File: src/rtl/line_clear_seq.sv
// ---------------------------------------------------------------------------
// line_clear_seq
//
// Removes completed lines from the board RAM after a piece locks. A pass
// scans the rows from the bottom (Y_SIZE-1) to the top (0), one row per
// READ/EVAL pair. Each surviving row is copied down to a write pointer and
// each full row is dropped. The vacated top rows are then filled with
// EMPTY_CODE, and the number of dropped rows is reported.
//
// Ports
//   Clk            clock; all state changes on the rising edge
//   Reset_n        asynchronous active-low reset
//   start          request a clear pass (sampled only while idle)
//   busy           high in every state except IDLE
//   done           one-cycle pulse when a pass completes
//   lines_cleared  full rows removed in the last pass, held until next start
//   rd_en/rd_addr  board RAM read strobe and row address
//   rd_data        row data, valid the cycle after rd_en (1-cycle sync RAM)
//   wr_en/wr_addr  board RAM write strobe and row address
//   wr_data        row data to write
//
// Row layout: cell c occupies rd_data/wr_data bits [c*COLOR_W +: COLOR_W].
// ---------------------------------------------------------------------------
module line_clear_seq #(
  parameter  int X_SIZE     = 10,
  parameter  int Y_SIZE     = 20,
  parameter  int COLOR_W    = 3,
  parameter  int EMPTY_CODE = 0,
  localparam int ROW_W      = X_SIZE * COLOR_W
) (
  input  logic             Clk,
  input  logic             Reset_n,
  input  logic             start,
  output logic             busy,
  output logic             done,
  output logic [4:0]       lines_cleared,
  output logic             rd_en,
  output logic [4:0]       rd_addr,
  input  logic [ROW_W-1:0] rd_data,
  output logic             wr_en,
  output logic [4:0]       wr_addr,
  output logic [ROW_W-1:0] wr_data
);

  localparam logic [4:0]         LAST_ROW = 5'(Y_SIZE - 1);
  localparam logic [COLOR_W-1:0] EMPTY_C  = COLOR_W'(EMPTY_CODE);

  typedef enum logic [2:0] {
    S_IDLE,
    S_READ,
    S_EVAL,
    S_FILL,
    S_DONE
  } state_t;

  state_t     state_q, state_d;
  logic [4:0] rd_row_q, rd_row_d;
  logic [4:0] wr_row_q, wr_row_d;
  logic [4:0] lines_q, lines_d;

  // -------------------------------------------------------------------------
  // Row classification: a row is full when no cell holds the empty code.
  // The all-empty row pattern is used for the FILL writes.
  // -------------------------------------------------------------------------
  logic [X_SIZE-1:0] cell_used;
  logic [ROW_W-1:0]  empty_row;
  logic              row_full;

  generate
    for (genvar gi = 0; gi < X_SIZE; gi++) begin : g_cell
      assign cell_used[gi]                      = (rd_data[gi*COLOR_W +: COLOR_W] != EMPTY_C);
      assign empty_row[gi*COLOR_W +: COLOR_W]   = EMPTY_C;
    end
  endgenerate

  assign row_full = &cell_used;

  // -------------------------------------------------------------------------
  // Next-state logic
  // -------------------------------------------------------------------------
  always_comb begin
    state_d  = state_q;
    rd_row_d = rd_row_q;
    wr_row_d = wr_row_q;
    lines_d  = lines_q;

    case (state_q)
      S_IDLE: begin
        if (start) begin
          lines_d  = '0;
          rd_row_d = LAST_ROW;
          wr_row_d = LAST_ROW;
          state_d  = S_READ;
        end
      end

      S_READ: state_d = S_EVAL;

      S_EVAL: begin
        // rd_data holds the row addressed in the preceding READ cycle.
        if (row_full) begin
          lines_d = lines_q + 5'd1;
        end else begin
          // The survivor lands at wr_row (write suppressed when already
          // in place); either way the next survivor goes one row higher.
          // At row 0 with no lines cleared this wraps, but the pass ends.
          wr_row_d = wr_row_q - 5'd1;
        end

        if (rd_row_q == 5'd0) begin
          state_d = (lines_d != 5'd0) ? S_FILL : S_DONE;
        end else begin
          rd_row_d = rd_row_q - 5'd1;
          state_d  = S_READ;
        end
      end

      S_FILL: begin
        // wr_row entered FILL at L-1, so this runs exactly L cycles.
        if (wr_row_q == 5'd0) begin
          state_d = S_DONE;
        end else begin
          wr_row_d = wr_row_q - 5'd1;
        end
      end

      S_DONE: state_d = S_IDLE;

      default: state_d = S_IDLE;
    endcase
  end

  // -------------------------------------------------------------------------
  // State registers
  // -------------------------------------------------------------------------
  always_ff @(posedge Clk or negedge Reset_n) begin
    if (!Reset_n) begin
      state_q  <= S_IDLE;
      rd_row_q <= LAST_ROW;
      wr_row_q <= LAST_ROW;
      lines_q  <= '0;
    end else begin
      state_q  <= state_d;
      rd_row_q <= rd_row_d;
      wr_row_q <= wr_row_d;
      lines_q  <= lines_d;
    end
  end

  // -------------------------------------------------------------------------
  // Output decode. Strobes come straight from the registered state so the
  // RAM sees the read in READ and the data arrives in EVAL. Address and
  // data buses are forced to zero whenever their strobe is low.
  // -------------------------------------------------------------------------
  logic eval_copy;
  logic fill_wr;

  always_comb begin
    eval_copy = (state_q == S_EVAL) && !row_full && (wr_row_q != rd_row_q);
    fill_wr   = (state_q == S_FILL);

    rd_en     = (state_q == S_READ);
    rd_addr   = rd_en ? rd_row_q : 5'd0;

    wr_en     = eval_copy || fill_wr;
    wr_addr   = wr_en ? wr_row_q : 5'd0;
    wr_data   = '0;
    if (eval_copy) begin
      wr_data = rd_data;
    end else if (fill_wr) begin
      wr_data = empty_row;
    end

    busy          = (state_q != S_IDLE);
    done          = (state_q == S_DONE);
    lines_cleared = lines_q;
  end

endmodule
File: config.mk
export PLATFORM = sky130hd
export DESIGN_NAME = line_clear_seq
export DESIGN_NICKNAME = d
export VERILOG_FILES = /design/src/rtl/line_clear_seq.sv
export SDC_FILE = /design/constraint.sdc
export NUM_CORES = 1
export LEC_CHECK = 0
export ABC_AREA = 1
export CORE_AREA = 2 2 69 71
export CTS_CLUSTER_DIAMETER = 150
export DETAILED_ROUTE_END_ITERATION = 6
export DIE_AREA = 0 0 71 73
export PLACE_DENSITY = 0.74
export SLEW_MARGIN = 25
export SYNTH_ARGS = -nofsm -noshare
export SYNTH_HDL_FRONTEND = slang
export SYNTH_SLANG_ARGS = --single-unit
File: constraint.sdc
create_clock -name Clk -period 1.5 [get_ports Clk]
set_input_delay 0.3 -clock Clk [delete_from_list [all_inputs] [get_ports Clk]]
set_output_delay 0.3 -clock Clk [all_outputs]
set_load 0.005 [all_outputs]
### Yosys cells after proc, flatten, opt, wreduce, memory -nomap -nowiden

Cells that the tools add are included.

* bits in registers: 18
* latch bits: 0
* RAM bits: 0
* ROM bits: 0
* input port bits: 33
* output and inout bits: 49
* logic and storage cells: 61
* memories: 0

* add/subtract/negate cells: 3
* multipliers: 0
* divide/modulo/power cells: 0
* $lt $le $gt $ge: 0
* equal/unequal tests: 10
* shift-type cells: 0
* multiplexer cells: 18
* bitwise operators: 0
* reductions and logical operators: 26

Operators by type and width (number)
* $mux W5: 9
* $reduce_bool A3 Y1: 12
* $mux W30: 1
* $pmux W5 S2: 2
* $pmux W5 S3: 1
* $mux W3: 4
* $pmux W3 S4: 1
* $logic_not A5 Y1: 2
* $reduce_and A10 Y1: 1
* $sub A5 B1 Y5 const B: 2
* $ne A2 B2 Y1 const B: 4
* $eq A3 B2 Y1 const B: 2
* $add A5 B1 Y5 const B: 1
* $ne A5 B5 Y1: 1
* $reduce_bool A5 Y1: 1
* $reduce_and A2 Y1: 2
* $reduce_and A4 Y1: 1
* $eq A3 B1 Y1 const B: 1
* $eq A3 B3 Y1 const B: 1
* $logic_not A3 Y1: 1
* $reduce_and A3 Y1: 1
* $logic_and A1 B1 Y1: 2
* $ne A2 B1 Y1 const B: 1
* $reduce_bool A2 Y1: 1
* 2 further kinds: 2

### Depth between registers and ports, before layout

* word-level depth: 8
* gate-level depth with buffers: 12
* gate-level depth less buffers: 12

### Least setup slack after synthesis

Ideal clock, no wire load.

* path type: reg-to-reg
* start point: register rd_row_q[0]
* end point: register rd_row_q[3]
* setup time: 0.123 ns
* data arrival time: 1.495 ns
* data required time: 1.377 ns
* path slack: -0.119 ns
* cell stages (with the launch flop): 13
* buffers on the path: 0
* clock period less this slack: 1.619 ns
* cell sequence: dfstp_2 -> inv_1 -> ha_1 -> inv_1 -> nor3_1 -> inv_1 -> nor2_1 -> nand2_1 -> inv_1 -> nor2_4 -> nand4_1 -> o21ai_0 -> a21oi_1

* word-level cells in the longest chain between the ends: 3
* elaborated cells between the ends (all ways): 6
* classes of those cells: add/sub (1); eq/ne (1); mux (2); reduce/logical (2)

RTL lines
* start: declaration: RTL line 57 `logic [4:0] rd_row_q, rd_row_d;`
* start signal: assignment: RTL line 144 `rd_row_q <= rd_row_d;`
* $sub A5 B1 Y5 / $logic_not A5 Y1 (equally long branches): RTL line 113, 110
* $mux W5 / $ne A2 B2 Y1 (equally long branches)
* $pmux W5 S2 / $reduce_and A3 Y1 (equally long branches)

Several ways; a longest one is shown, not always the timed one. The select of a mux whose other input is x is not followed.
A chain may end at the register's enable or synchronous reset.

### Final worst setup path

* start point: register rd_row_q[4]
* end point: output port wr_data[9]

* word-level cells in the longest chain between the ends: 3

RTL lines
* $ne A5 B5 Y1: RTL line 159 `eval_copy = (state_q == S_EVAL) && !row_full && (wr_row_q != rd_row_q);`
* $logic_and A1 B1 Y1: RTL line 159
* $mux W30: RTL line 168 `if (eval_copy) begin`
* end: declaration: RTL line 42 `output logic [ROW_W-1:0] wr_data`

Every way passes these cells.

==> impl_metrics.sql <==
INSERT INTO impl_metrics (metric_group, metric, value, unit) VALUES
('worst_setup_path', 'cp_common_cell', 'buf_6', ''),
('synthesis', 'netlist-cell-type-count', '27', ''),
('worst_setup_path', 'timing.critical_path.from', 'rd_row_q[4]', ''),
('clock_tree', 'clk_latency', '0.27', 'ns'),
('synthesis', 'synth.top_cell.area_share', '0.199', ''),
('worst_setup_path', 'setup.worst_path.class', 'register to output port', ''),
('power', 'powerDensity', '1800', 'nW/um2'),
('timing', 'slew-limit-headroom', '0.833', ''),
('worst_setup_path', 'startpoint_type', 'register', ''),
('finish', 'diodes', '0', ''),
('timing', 'max_slew.worst_pin.slew', '0.250', 'ns'),
('clock_tree', 'clk_pin_slew_worst_paths', '0.08', 'ns'),
('global_route', 'wire_length_of_the_first_global_routing_pass', '11400', 'um'),
('worst_setup_path', 'r2r_setup_slk', '-0.37', 'ns'),
('route', 'via_count', '2559', ''),
('flow_run', 'timing.max_cap.violations', '0', ''),
('die', 'dieWidth', '71', 'um'),
('worst_setup_path', 'reg2reg_to', 'wr_row_q[2]', ''),
('global_route', 'grt-ovfl-total', '0', ''),
('synthesis', 'ffs_latches_synth', '18', ''),
('clock_tree', 'cts_tree', 'done', ''),
('worst_setup_path', 'critical_path_cell_with_the_highest_stage_delay', 'dfstp_2', ''),
('power', 'p_leak', '2.11', 'nW'),
('route', 'wl_per_cell', '17.1', 'um'),
('global_route', 'global_route.usage.total', '0.283', ''),
('worst_setup_path', 'critPathTopFamily', 'flip-flops', ''),
('placed_design', 'detailed_place_hpwl', '4360', 'um'),
('die', 'io_pins', '82', ''),
('timing', 'report.final.slew_viol_count', '0', ''),
('timing', 'fin_crit_sh', '1.47', ''),
('synthesis', 'netlist_area', '1510', 'um2'),
('power', 'power_switching_share', '0.441', ''),
('synthesis', 'post_synth_inst_count', '234', ''),
('route', 'post-route-drc-count', '0', ''),
('power', 'clock_power_share', '0.060', ''),
('placed_design', 'detailed_place.area', '2910', 'um2'),
('worst_setup_path', 'worst_setup_path_end_kind', 'output port', ''),
('finish', 'share_of_layout_cells_above_drive_strength_1', '0.740', ''),
('timing', 'final_hold_violations', '0', ''),
('worst_setup_path', 'r2r-start', 'state_q[1]', ''),
('synthesis', 'netlist_top_cells_area', 'dfrtp_1, inv_1, nor2_1, dfstp_2, nand2_1', ''),
('worst_setup_path', 'timing.critical_path.buf_inv', '5', ''),
('timing', 'postLayoutSetupSlackWorst', '-0.704', 'ns'),
('power', 'power_frac_comb', '0.806', ''),
('synthesis', 'proportion_of_synthesized_chip_area_in_sequential_cells', '0.304', ''),
('route', 'postRouteWirelength', '8700', 'um'),
('worst_setup_path', 'timing.critical_path.arrival', '1.90', 'ns'),
('timing', 'timing.final.setup_violations', '61', ''),
('placed_design', 'placedCellCount', '434', ''),
('outcome', 'violations', 'negative setup slack', ''),
('clock_tree', 'clock_tree.buffer_depth', '2', ''),
('finish', 'post_layout_nonfiller_instances', '508', ''),
('timing', 'final.min_clock_period', '2.20', 'ns'),
('worst_setup_path', 'r2r_cells', '13', ''),
('worst_setup_path', 'cp_data_required_time', '1.20', 'ns'),
('hold_path', 'hold_class', 'input pin to asynchronous set/reset pin', ''),
('worst_setup_path', 'crit_path_max_fanout', '5', ''),
('synthesis', 'synthDominantAreaCellType', 'dfrtp_1', ''),
('power', 'sequentialPowerShare', '0.134', ''),
('timing', 'rsz0062_at_grt', 'yes', ''),
('synthesis', 'number_of_warnings_printed_during_yosys_synthesis', '0', ''),
('route', 'antenna_violating_nets_post_route', '0', ''),
('outcome', 'status', 'complete, but fails checks', ''),
('synthesis', 'syn_area_per_cell', '6.44', 'um2'),
('worst_setup_path', 'critical-path-max-stage-delay', '0.57', 'ns'),
('placed_design', 'place.port_buffers', '81', ''),
('worst_setup_path', 'worstPathCellList', 'inv_1, o22ai_2, nor3_2, nand2_2, nand3_4, buf_6, buf_6, buf_6, nor2_2, buf_2', ''),
('clock_tree', 'htree_num_levels', '1', ''),
('timing', 'worst_clock_skew', '0.00835', 'ns'),
('finish', 'syn2layout_area_growth', '154', '%'),
('power', 'p_sw', '3.04', 'mW');
==> power by group through the flow <==
| stage | combinational, mW | clock [mW] | sequential [mW] |
|---|---|---|---|
| floorplan | 1.50 | 0 | 0.887 |
| global placement | 3.49 | 0 | 0.878 |
| detailed placement | 3.53 | 0 | 0.890 |
| CTS | 4.46 | 0.423 | 0.887 |
| global route | 5.90 | 0.451 | 0.938 |
| finish | 5.56 | 0.415 | 0.926 |
==> cell families (layout without fill, tap and decap cells) <==
logic type               Yosys count  in the layout  synth area share
XOR/XNOR                           6              6            0.0349
AO/OA/AOI/OAI                     27             27             0.123
buffers and inverters             62            282             0.157
adder cells (fa/ha/maj)            4              4            0.0332
AND/OR/NAND/NOR                  117            117             0.348
flip-flops                        18             18             0.304
==> Yosys cell counts (all sizes together) <==
master and n:
xor2 4, o21ai 8, nand4 4, dfrtp 12
buf 3, a22o 2, nand3 17, a31oi 2
a21oi 4, ha 4, inv 59, a221oi 1
o2111ai 1, nor2 58, o22ai 7, dfstp 6
xnor2 2, a22oi 2, nand2 34, nor3 4
==> worst reg2reg max path: cells and delay by family (launching register included) <==
| family | cells | cell delay (ns) |
|---|---|---|
| compound gates | 3 | 0.39 |
| flops | 1 | 0.41 |
| simple gates | 4 | 0.41 |
| buf+inv | 6 | 0.58 |
==> cells in the final DEF (no fill, tap or decap), types with 3 or more instances in the layout <==
cell type,count
buf_4,98
buf_2,49
buf_6,41
inv_1,27
nor2_2,26
inv_2,25
nand2_2,18
nor2_1,16
nor2_4,15
nand2_1,10
dfrtp_1,10
nand3_1,8
dlygate4sd2_1,8
inv_4,7
nand2_4,6
o22ai_2,6
nand3_2,6
clkdlybuf4s15_1,6
dlymetal6s2s_1,6
dfstp_2,6
clkdlybuf4s50_1,5
xor2_1,4
o21ai_1,4
o21ai_2,4
nand4_1,4
clkbuf_8,4
nand3_4,3
clkbuf_2,3
==> how the worst max path moves through the flow <==
stage             endpoint  slack [ns]
2_1_floorplan  rd_row_q[3]       -0.05
6_report        wr_data[9]       -0.70
3_3_place_gp   wr_data[26]       -0.90
5_1_grt        wr_data[26]       -0.76
4_1_cts         wr_data[9]       -0.70
3_5_place_dp   wr_data[26]       -0.92
==> state kept, by name, indices dropped and copies added (netlist names) <==
name           flops
lines_cleared      5
wr_row_q           5
rd_row_q           5
state_q            3
==> metal layers <==
metal	vias up	share of wire	global-route usage
li1	1163	-	-
met1	1209	0.35	0.281
met2	142	0.53	0.567
met3	45	0.063	0.0566
met4	0	0.054	0.117
met5	-	0	0
==> stage by stage <==
step	hold slack (ns)	utilization	power (mW)	setup TNS, ns	worst slack, ns
6_report	0.365	0.844	6.90	-27.53	-0.704
5_1_grt	0.404	0.844	7.29	-31.84	-0.757
4_1_cts	0.374	0.753	5.77	-25.93	-0.695
3_5_place_dp	0.506	0.641	4.42	-40.67	-0.915
3_3_place_gp	0.496	0.641	4.37	-39.46	-0.902
2_1_floorplan	0.00441	-	2.38	-1.45	-0.0482
==> timing repair <==
action / CTS / global route
gates cloned: 3 / 0
resized for setup: 325 / 119
setup buffers: 60 / 25
setup endpoints to repair: 64 / 63
pin swaps: 50 / 30
==> area by class of cell <==
| class | count | area, um2 |
|---|---|---|
| repair buffers | 219 | 1750 |
| multi-input cells | 154 | 1250 |
| fillers | 233 | 708 |
| flip-flops and latches | 18 | 460 |
| inverters | 59 | 239 |
| well taps | 54 | 67.6 |
| clock buffers | 4 | 55.1 |
Power figures use the tool's default switching activity.
